`config.mk`:
```
export PLATFORM = sky130hd
export DESIGN_NAME = rf_wr_arb
export DESIGN_NICKNAME = d
export VERILOG_FILES = /design/src/rtl/rf_wr_arb.sv
export SDC_FILE = /design/constraint.sdc
export NUM_CORES = 1
export LEC_CHECK = 0
export BUFFER_PORTS_ARGS = -buffer_cell sky130_fd_sc_hd__buf_2
export CORE_ASPECT_RATIO = 0.5
export CORE_MARGIN = 5
export CORE_UTILIZATION = 45
export DETAILED_ROUTE_END_ITERATION = 8
export GPL_TIMING_DRIVEN = 1
export MAX_ROUTING_LAYER = met4
export PLACE_DENSITY_LB_ADDON = 0.08
export SYNTH_ARGS = -nofsm -noshare
export SYNTH_HDL_FRONTEND = slang
export SYNTH_SLANG_ARGS = --single-unit
```
`constraint.sdc`:
```
create_clock -name clk -period 7.65 [get_ports clk]
set_input_delay 1.1475 -clock clk [delete_from_list [all_inputs] [get_ports clk]]
set_output_delay 1.1475 -clock clk [all_outputs]
set_load 0.01 [all_outputs]
```
`src/rtl/rf_wr_arb.sv`:
```
// Register-file write-port arbiter: the pipeline writeback has priority, and long-latency
// results are buffered in a small FIFO whose head is force-granted after STARVE_MAX denials.
module rf_wr_arb #(
  parameter int WORD_W     = 32,
  parameter int REG_IDX_W  = 5,
  parameter int QDEPTH     = 2,
  parameter int STARVE_MAX = 4
) (
  input  logic                 clk,
  input  logic                 clr,
  input  logic                 i_pipe_en,
  input  logic [REG_IDX_W-1:0] i_pipe_reg,
  input  logic [WORD_W-1:0]    i_pipe_data,
  input  logic                 i_ll_valid,
  output logic                 o_ll_ready,
  input  logic [REG_IDX_W-1:0] i_ll_reg,
  input  logic [WORD_W-1:0]    i_ll_data,
  output logic                 o_stall,
  output logic                 o_busy,
  output logic                 o_rf_we,
  output logic [REG_IDX_W-1:0] o_rf_waddr,
  output logic [WORD_W-1:0]    o_rf_wdata
);

  localparam int PTR_W = (QDEPTH > 1) ? $clog2(QDEPTH) : 1;
  localparam int CNT_W = $clog2(QDEPTH + 1);
  localparam int ST_W  = $clog2(STARVE_MAX + 1);
  localparam logic [CNT_W-1:0] FULL_CNT = CNT_W'(QDEPTH);
  localparam logic [ST_W-1:0]  ST_LIMIT = ST_W'(STARVE_MAX);

  typedef enum logic [2:0] {
    GNT_NONE, GNT_FORCED, GNT_PIPE, GNT_FIFO, GNT_BYPASS
  } gnt_e;

  logic [REG_IDX_W-1:0] reg_mem  [QDEPTH];
  logic [WORD_W-1:0]    data_mem [QDEPTH];
  logic [PTR_W-1:0]     rd_ptr, wr_ptr;
  logic [CNT_W-1:0]     count;
  logic [ST_W-1:0]      starve_cnt, starve_nxt;

  logic                 fifo_empty, fifo_full;
  logic                 ll_xfer, ll_live, pipe_live;
  logic                 push, pop;
  gnt_e                 gnt;
  logic                 we_d;
  logic [REG_IDX_W-1:0] waddr_d;
  logic [WORD_W-1:0]    wdata_d;

  // Long-latency handshake: a transfer happens on a rising edge where i_ll_valid && o_ll_ready;
  // o_ll_ready depends only on occupancy, so a full FIFO never takes a same-cycle pass-through.
  always_comb begin
    fifo_empty = (count == '0);
    fifo_full  = (count == FULL_CNT);
    o_ll_ready = !fifo_full;
    o_busy     = !fifo_empty;
    o_stall    = !fifo_empty && (starve_cnt == ST_LIMIT);
    ll_xfer    = i_ll_valid && !fifo_full;
    ll_live    = ll_xfer && (i_ll_reg != '0);
    pipe_live  = i_pipe_en && (i_pipe_reg != '0);
  end

  always_comb begin
    gnt     = GNT_NONE;
    pop     = 1'b0;
    we_d    = 1'b0;
    waddr_d = o_rf_waddr;
    wdata_d = o_rf_wdata;
    if (o_stall) begin
      gnt = GNT_FORCED;
    end else if (pipe_live) begin
      gnt = GNT_PIPE;
    end else if (!fifo_empty) begin
      gnt = GNT_FIFO;
    end else if (ll_live) begin
      gnt = GNT_BYPASS;
    end
    case (gnt)
      GNT_FORCED, GNT_FIFO: begin
        pop     = 1'b1;
        we_d    = 1'b1;
        waddr_d = reg_mem[rd_ptr];
        wdata_d = data_mem[rd_ptr];
      end
      GNT_PIPE: begin
        we_d    = 1'b1;
        waddr_d = i_pipe_reg;
        wdata_d = i_pipe_data;
      end
      GNT_BYPASS: begin
        we_d    = 1'b1;
        waddr_d = i_ll_reg;
        wdata_d = i_ll_data;
      end
      default: ;
    endcase
    // Reg-0 results were already dropped by ll_live, so they never take a slot.
    push = ll_live && (gnt != GNT_BYPASS);
  end

  always_comb begin
    starve_nxt = starve_cnt;
    if (fifo_empty || pop) begin
      starve_nxt = '0;
    end else if (starve_cnt != ST_LIMIT) begin
      starve_nxt = starve_cnt + ST_W'(1);
    end
  end

  always_ff @(posedge clk) begin
    if (clr) begin
      rd_ptr     <= '0;
      wr_ptr     <= '0;
      count      <= '0;
      starve_cnt <= '0;
      o_rf_we    <= 1'b0;
      o_rf_waddr <= '0;
      o_rf_wdata <= '0;
    end else begin
      if (push) wr_ptr <= wr_ptr + PTR_W'(1);
      if (pop)  rd_ptr <= rd_ptr + PTR_W'(1);
      case ({push, pop})
        2'b10:   count <= count + CNT_W'(1);
        2'b01:   count <= count - CNT_W'(1);
        default: count <= count;
      endcase
      starve_cnt <= starve_nxt;
      o_rf_we    <= we_d;
      o_rf_waddr <= waddr_d;
      o_rf_wdata <= wdata_d;
    end
  end

  // Storage is not reset; occupancy and pointers alone decide what is valid.
  always_ff @(posedge clk) begin
    if (push && !clr) begin
      reg_mem[wr_ptr]  <= i_ll_reg;
      data_mem[wr_ptr] <= i_ll_data;
    end
  end

endmodule

```
==> results of run 1 <==
through the flow:
step	util	hold WS (ns)	area, sq um
final	0.557	0.462	6550
after global routing	0.557	0.498	6550
after CTS	0.557	0.471	6550
after detailed placement	0.505	0.465	5940
after global placement	0.505	0.454	5940
after floorplan	-	0.427	5380
power groups by stage:
stage | Combinational (uW) | Sequential (uW) | Clock (uW)
6_report | 450 | 839 | 825
5_1_grt | 496 | 849 | 872
4_1_cts | 455 | 840 | 836
3_5_place_dp | 452 | 852 | 0
3_3_place_gp | 446 | 852 | 0
2_1_floorplan | 316 | 838 | 0
Yosys cell counts:
library cell	instances	share of area
edfxtp_1	74	0.41
xor2_1	1	0.0016
a311oi_1	37	0.060
nor4_1	1	0.0012
o21ai_1	2	0.0019
mux2i_1	1	0.0019
nand2_1	2	0.0014
dlygate4sd1_1	3	0.0049
a21oi_2	2	0.0033
clkbuf_2	2	0.0019
ha_1	3	0.0070
nor3_1	40	0.037
o211ai_1	1	0.0014
buf_2	3	0.0028
nand2b_1	2	0.0023
xnor2_1	1	0.0016
dfxtp_1	46	0.17
or3_1	3	0.0035
nor4_4	1	0.0040
buf_4	3	0.0042
buf_6	6	0.013
o31a_1	2	0.0033
o311ai_4	2	0.0098
o31ai_2	1	0.0023
clkbuf_1	9	0.0063
nand3_1	74	0.069
o221ai_1	1	0.0016
clkbuf_8	12	0.031
nor3b_1	1	0.0014
nor4b_1	2	0.0033
o21ai_0	37	0.034
inv_1	4	0.0028
nor2_1	4	0.0028
mux2_2	39	0.082
a21oi_1	3	0.0028
or3_4	2	0.0042
nor2b_1	1	0.0012
buf_1	1	0.00070
a21o_1	1	0.0014
dlygate4sd3_1	1	0.0019
layer usage:
| metal | part of all wire | global-route usage | vias up |
|---|---|---|---|
| met3 | 0.064 | 0.0435 | 11 |
| met4 | 0.0061 | 0.0521 | 0 |
| met5 | 0 | - | - |
| li1 | - | - | 1915 |
| met1 | 0.48 | 0.277 | 1941 |
| met2 | 0.45 | 0.319 | 140 |
worst max-delay path by stage:
stage	start	to	slack (ns)	depth (start not counted)
global route	i_ll_reg[1]	count[1]	4.45	7
finish	i_ll_reg[1]	count[1]	4.59	7
global placement	i_ll_reg[1]	count[1]	4.21	7
CTS	i_ll_reg[1]	count[1]	4.60	7
detailed placement	i_ll_reg[1]	count[1]	4.19	7
floorplan	i_ll_reg[1]	data_mem[1][0]	2.56	5
placed cells by master (no fill, tap or decap), types with 3 or more instances in the layout:
master and instances:
buf_2 118, nand3_1 74, edfxtp_1 74, dfxtp_1 45, nor3_1 39, mux2_2 39, o21ai_0 37, a311oi_1 37
clkbuf_16 17, buf_4 12, clkinv_2 5, nor2_1 4, inv_1 4, bufinv_16 4, or3_1 3, a21oi_1 3
ha_1 3
layout make-up:
class                      count  area share
inverter                       4     0.00229
timing repair buffer         130       0.104
multi-input combinational    267       0.289
tap                          165      0.0315
sequential                   120       0.480
clock buffer                  18      0.0655
clock inverter                14      0.0277
worst max-delay path: stages:
cell and delay (ns):
buf_2 0.12, or3_4 0.43, o31a_2 0.61, nand2b_1 0.28, ha_1 0.29, or3_1 0.35
a21oi_1 0.14
sequential cells by signal (all words and copies together) (netlist names), named ones only:
signal,count
count,2
o_rf_we,1
wr_ptr,1
o_rf_waddr,5
rd_ptr,1
reg_mem,10
data_mem,64
starve_cnt,3
o_rf_wdata,32
kinds of logic (layout without fill, tap and decap cells):
group                    after synthesis  after routing  synth area share
AND/OR/NAND/NOR                      133            133             0.131
flip-flops                           120            120             0.584
AO/OA/AOI/OAI                         89             89             0.122
buffers and inverters                 44            166            0.0686
multiplexers                          40             40            0.0835
adder cells (fa/ha/maj)                3              3           0.00698
XOR/XNOR                               2              2           0.00326
==> flow_summary_export.csv, run 1 <==
group,metric,value,unit
finish,area_growth,21.8,%
place,place_congestion,0.796,
hold_path,hold_path_end,"starve_cnt[0]",
cts,cts_buffers,17,
route,drt_iter0_drc,317,
timing,max_freq,327,MHz
cts,clkTransAtPathRegs,0.05,ns
finish,multi_input_area,0.00190,sq mm
hold_path,hold_depth,1,
worst_setup_path,r2r_start,"count[0]",
worst_setup_path,critPathMaxFanout,38,
timing,skew,0.00704,ns
power,switching_share,0.286,
timing,relSlewSlack,0.221,
cts,clkLatencyLatePin,0.41,ns
synthesis,yosysWarnings,0,
floorplanning,io-pin-count,119,
floorplanning,initial_core_util,0.457,
floorplanning,num_rows,28,
place,dp_slack,4.19,ns
power,power_leakage,0.00243,uW
power,p_total,2110,uW
route,drc,0,
synthesis,syn_area,0.00538,sq mm
finish,instances_no_fill,718,
power,peakVddDrop,0.144,mV
grt,grt_max_degree,49,
worst_setup_path,reg2reg_to,"count[1]",
synthesis,yosysUniqueCellTypes,40,
grt,grt-ovfl-total,0,
floorplanning,die_y,87.3,um
timing,tns,0,ns
place,post-dp-hpwl,8.73,mm
timing,rsz0062_at_grt,"no",
worst_setup_path,rr_worst_depth,6,
finish,num-fill-cells,1050,
grt,grt_pass1_vias,4107,
route,routed_wl,13.8,mm
finish,antennaDiodeCount,0,
synthesis,ys_ff_latch,120,
worst_setup_path,end_kind,"register",
cts,htree_levels,4,
cts,hold_buffers,0,
finish,finalNetCount,621,
place,io_buffers,118,
route,drtPass1Iterations,4,
power,switchingPower,605,uW
cts,cts_tree,"done",
cts,cts_sinks,120,
floorplanning,design.core.area,0.0118,sq mm
power,p_comb_frac,0.213,
power,power_frac_seq,0.397,
route,vias_per_cell,5.58,
route,ant_nets,0,
power,p_per_area,323,mW/mm^2
timing,min_period,3.06,ns
timing,finalWorstSetupSlack,4.59,ns
hold_path,hold_path_class,"reg -> reg",
synthesis,avgSynthCellArea,12.5,sq um
hold_path,worstHoldStart,"starve_cnt[0]",
timing,hold_viol,0,
route,num_vias,4007,
place,dp.cells,686,
timing,setup_viol,0,
timing,finalCritPeriodShare,0.400,
job,maxCapViolCount,0,
route,wl_per_cell,19.2,um
grt,antenna_found_initial,0,
cts,ctsRootBufferMaster,"clkbuf_16",
synthesis,yosysSeqAreaShare,0.584,
cts,cts_resized,0,
timing,tightestPinTransition,1.17,ns
worst_setup_path,critical_path_class,"in -> reg",
synthesis,netlist_instances,431,
finish,seq_area,0.00314,sq mm
synthesis,synth.net_count,512,
floorplanning,fp.dieW,165,um
power,internal_power,1510,uW
cts,clockBufferDepth,2,
grt,grt_pass1_wl,21.9,mm
grt,grt_usage,0.205,
finish,drive_gt1_frac,0.382,
timing,final_max_slew_viol_count,0,
power,power.share.clock,0.390,
worst_setup_path,required,7.97,ns
worst_setup_path,ff2ff_setup_slack,5.47,ns
worst_setup_path,critPathLaunchType,"input pin",
worst_setup_path,arrival,3.38,ns
floorplanning,dieArea,0.0144,sq mm
run_status,outcome,"finished clean",
cts,cts_setup_buffers,0,
No activity file was read; power rests on OpenSTA's default activity.
==> run 2: changes to the inputs <==
==> constraint.sdc (replaced) <==
create_clock -name clk -period 2.66 [get_ports clk]
set_input_delay 0.399 -clock clk [delete_from_list [all_inputs] [get_ports clk]]
set_output_delay 0.399 -clock clk [all_outputs]
set_load 0.01 [all_outputs]
==> flow_summary_export.csv, run 2 (synthesis gave the netlist of run 1 again) <==
group,metric,value,unit
route,num_vias,4141,
power,switching_share,0.287,
cts,cts_setup_buffers,0,
floorplanning,num_rows,28,
timing,final_max_slew_viol_count,0,
worst_setup_path,slowest_delay,0.76,ns
worst_setup_path,ff2ff_setup_slack,0.27,ns
job,maxCapViolCount,0,
timing,hold_viol,0,
timing,min_period,2.39,ns
route,routed_wl,14.1,mm
cts,clkTransAtPathRegs,0.05,ns
floorplanning,io-pin-count,119,
grt,grt_usage,0.211,
power,p_comb_frac,0.239,
power,p_per_area,899,mW/mm^2
floorplanning,die_y,87.3,um
grt,grt_max_degree,48,
cts,clockBufferDepth,2,
timing,max_freq,418,MHz
finish,seq_area,0.00314,sq mm
finish,num-fill-cells,1068,
timing,tightestPinTransition,0.971,ns
finish,largest_register_ffs,64,
cts,htree_levels,4,
finish,finalNetCount,633,
timing,setup_viol,0,
cts,cts_resized,0,
power,power_leakage,0.00248,uW
power,power.share.clock,0.369,
finish,multi_input_area,0.00191,sq mm
finish,top_register,"data_mem",
floorplanning,fp.dieW,165,um
power,switchingPower,1710,uW
power,power_frac_seq,0.393,
timing,rsz0062_at_grt,"no",
route,drc,0,
worst_setup_path,reg2reg_to,"data_mem[0][21]",
cts,ctsRootBufferMaster,"clkbuf_16",
place,post-dp-hpwl,8.87,mm
floorplanning,dieArea,0.0144,sq mm
grt,globalRouteMet3Util,0.0449,
hold_path,hold_path_class,"in -> reg",
cts,cts_buffers,17,
route,ant_nets,0,
cts,cts_sinks,120,
worst_setup_path,critPathMaxFanout,19,
grt,grt_util_met1,0.295,
cts,hold_buffers,0,
route,drtPass1Iterations,5,
finish,mostFrequentLayoutCell,"buf_2",
power,p_total,5970,uW
finish,fin_area,0.00664,sq mm
finish,antennaDiodeCount,0,
cts,clkLatencyLatePin,0.41,ns
worst_setup_path,critical_path_class,"reg -> reg",
worst_setup_path,rr_worst_depth,5,
worst_setup_path,setup.worst_path.start,"count[0]",
grt,grt-ovfl-total,0,
worst_setup_path,r2r_start,"count[0]",
place,io_buffers,118,
worst_setup_path,path_cells,"nand2b_1 > o221ai_1 > nand2b_1 > nor3_4 > buf_4",
route,wl_per_cell,19.3,um
route,vias_per_cell,5.67,
route,drt_iter0_drc,274,
timing,skew,0.0128,ns
finish,area_growth,23.4,%
finish,reg_top3,"data_mem: 64 flops, o_rf_wdata: 32 flops, reg_mem: 10 flops",
finish,drive_gt1_frac,0.391,
power,peakVddDrop,0.435,mV
grt,top_usage_layer,"met2",
worst_setup_path,slowest_stage,"nor3_4",
grt,antenna_found_initial,0,
grt,grt_use_met2,0.312,
worst_setup_path,required,2.74,ns
worst_setup_path,setup.worst_path.end,"data_mem[0][21]",
floorplanning,design.core.area,0.0118,sq mm
worst_setup_path,critPathLaunchType,"register",
grt,grt_pass1_vias,4122,
floorplanning,initial_core_util,0.457,
run_status,outcome,"finished clean",
finish,final_cell_mix,"buf_2, nand3_1, edfxtp_1",
timing,finalCritPeriodShare,0.900,
cts,cts_tree,"done",
worst_setup_path,critPathMostFrequentCell,"nand2b_1",
timing,relSlewSlack,0.351,
worst_setup_path,end_kind,"register",
grt,grt_pass1_wl,22.4,mm
power,internal_power,4260,uW
place,place_area,0.00607,sq mm
place,place_congestion,0.746,
worst_setup_path,arrival,2.47,ns
timing,tns,0,ns
[run 2: layer usage]
layer	wire length [um]	up-vias
met5	0	-
met4	122	0
met3	969	11
met2	6270	163
met1	6720	2033
li1	-	1934
[run 2: how the worst min path moves through the flow]
| stage | end | from | cells after the start |
|---|---|---|---|
| after floorplan | starve_cnt[0] | starve_cnt[0] | 1 |
| after global placement | starve_cnt[0] | starve_cnt[0] | 1 |
| after detailed placement | starve_cnt[0] | starve_cnt[0] | 1 |
| after CTS | data_mem[1][28] | i_ll_data[28] | 1 |
| after global routing | data_mem[1][26] | i_ll_data[26] | 1 |
| final | data_mem[1][30] | i_ll_data[30] | 1 |
[run 2: layout make-up]
cell class,count,area share
tap,165,0.0311
clock inverter,9,0.0155
inverter,4,0.00226
timing repair buffer,142,0.120
multi-input combinational,267,0.287
clock buffer,23,0.0705
sequential,120,0.474
[run 2: power by group through the flow]
stage / registers (uW) / logic, uW / clock network (uW)
finish: 2340 / 1420 / 2200
floorplan: 2410 / 915 / 0
detailed placement: 2380 / 1430 / 0
global placement: 2380 / 1420 / 0
CTS: 2350 / 1440 / 2240
global route: 2370 / 1570 / 2350
[run 2: through the flow]
step,setup WS (ns),std cells,utilization,hold slack [ns]
after floorplan,0.0528,431,-,0.427
after global placement,0.0971,698,0.516,0.445
after detailed placement,0.0796,698,0.516,0.452
after CTS,0.232,730,0.564,0.183
after global routing,0.0972,730,0.564,0.180
final,0.267,730,0.564,0.198
[run 2: worst max-delay path, delay by kind of cell (launching register included)]
kind	cells	cell delay [ns]
buffers and inverters	1	0.42
DFF	1	0.38
AOI/OAI and AO/OA	1	0.15
and+or+nand+nor	3	1.12
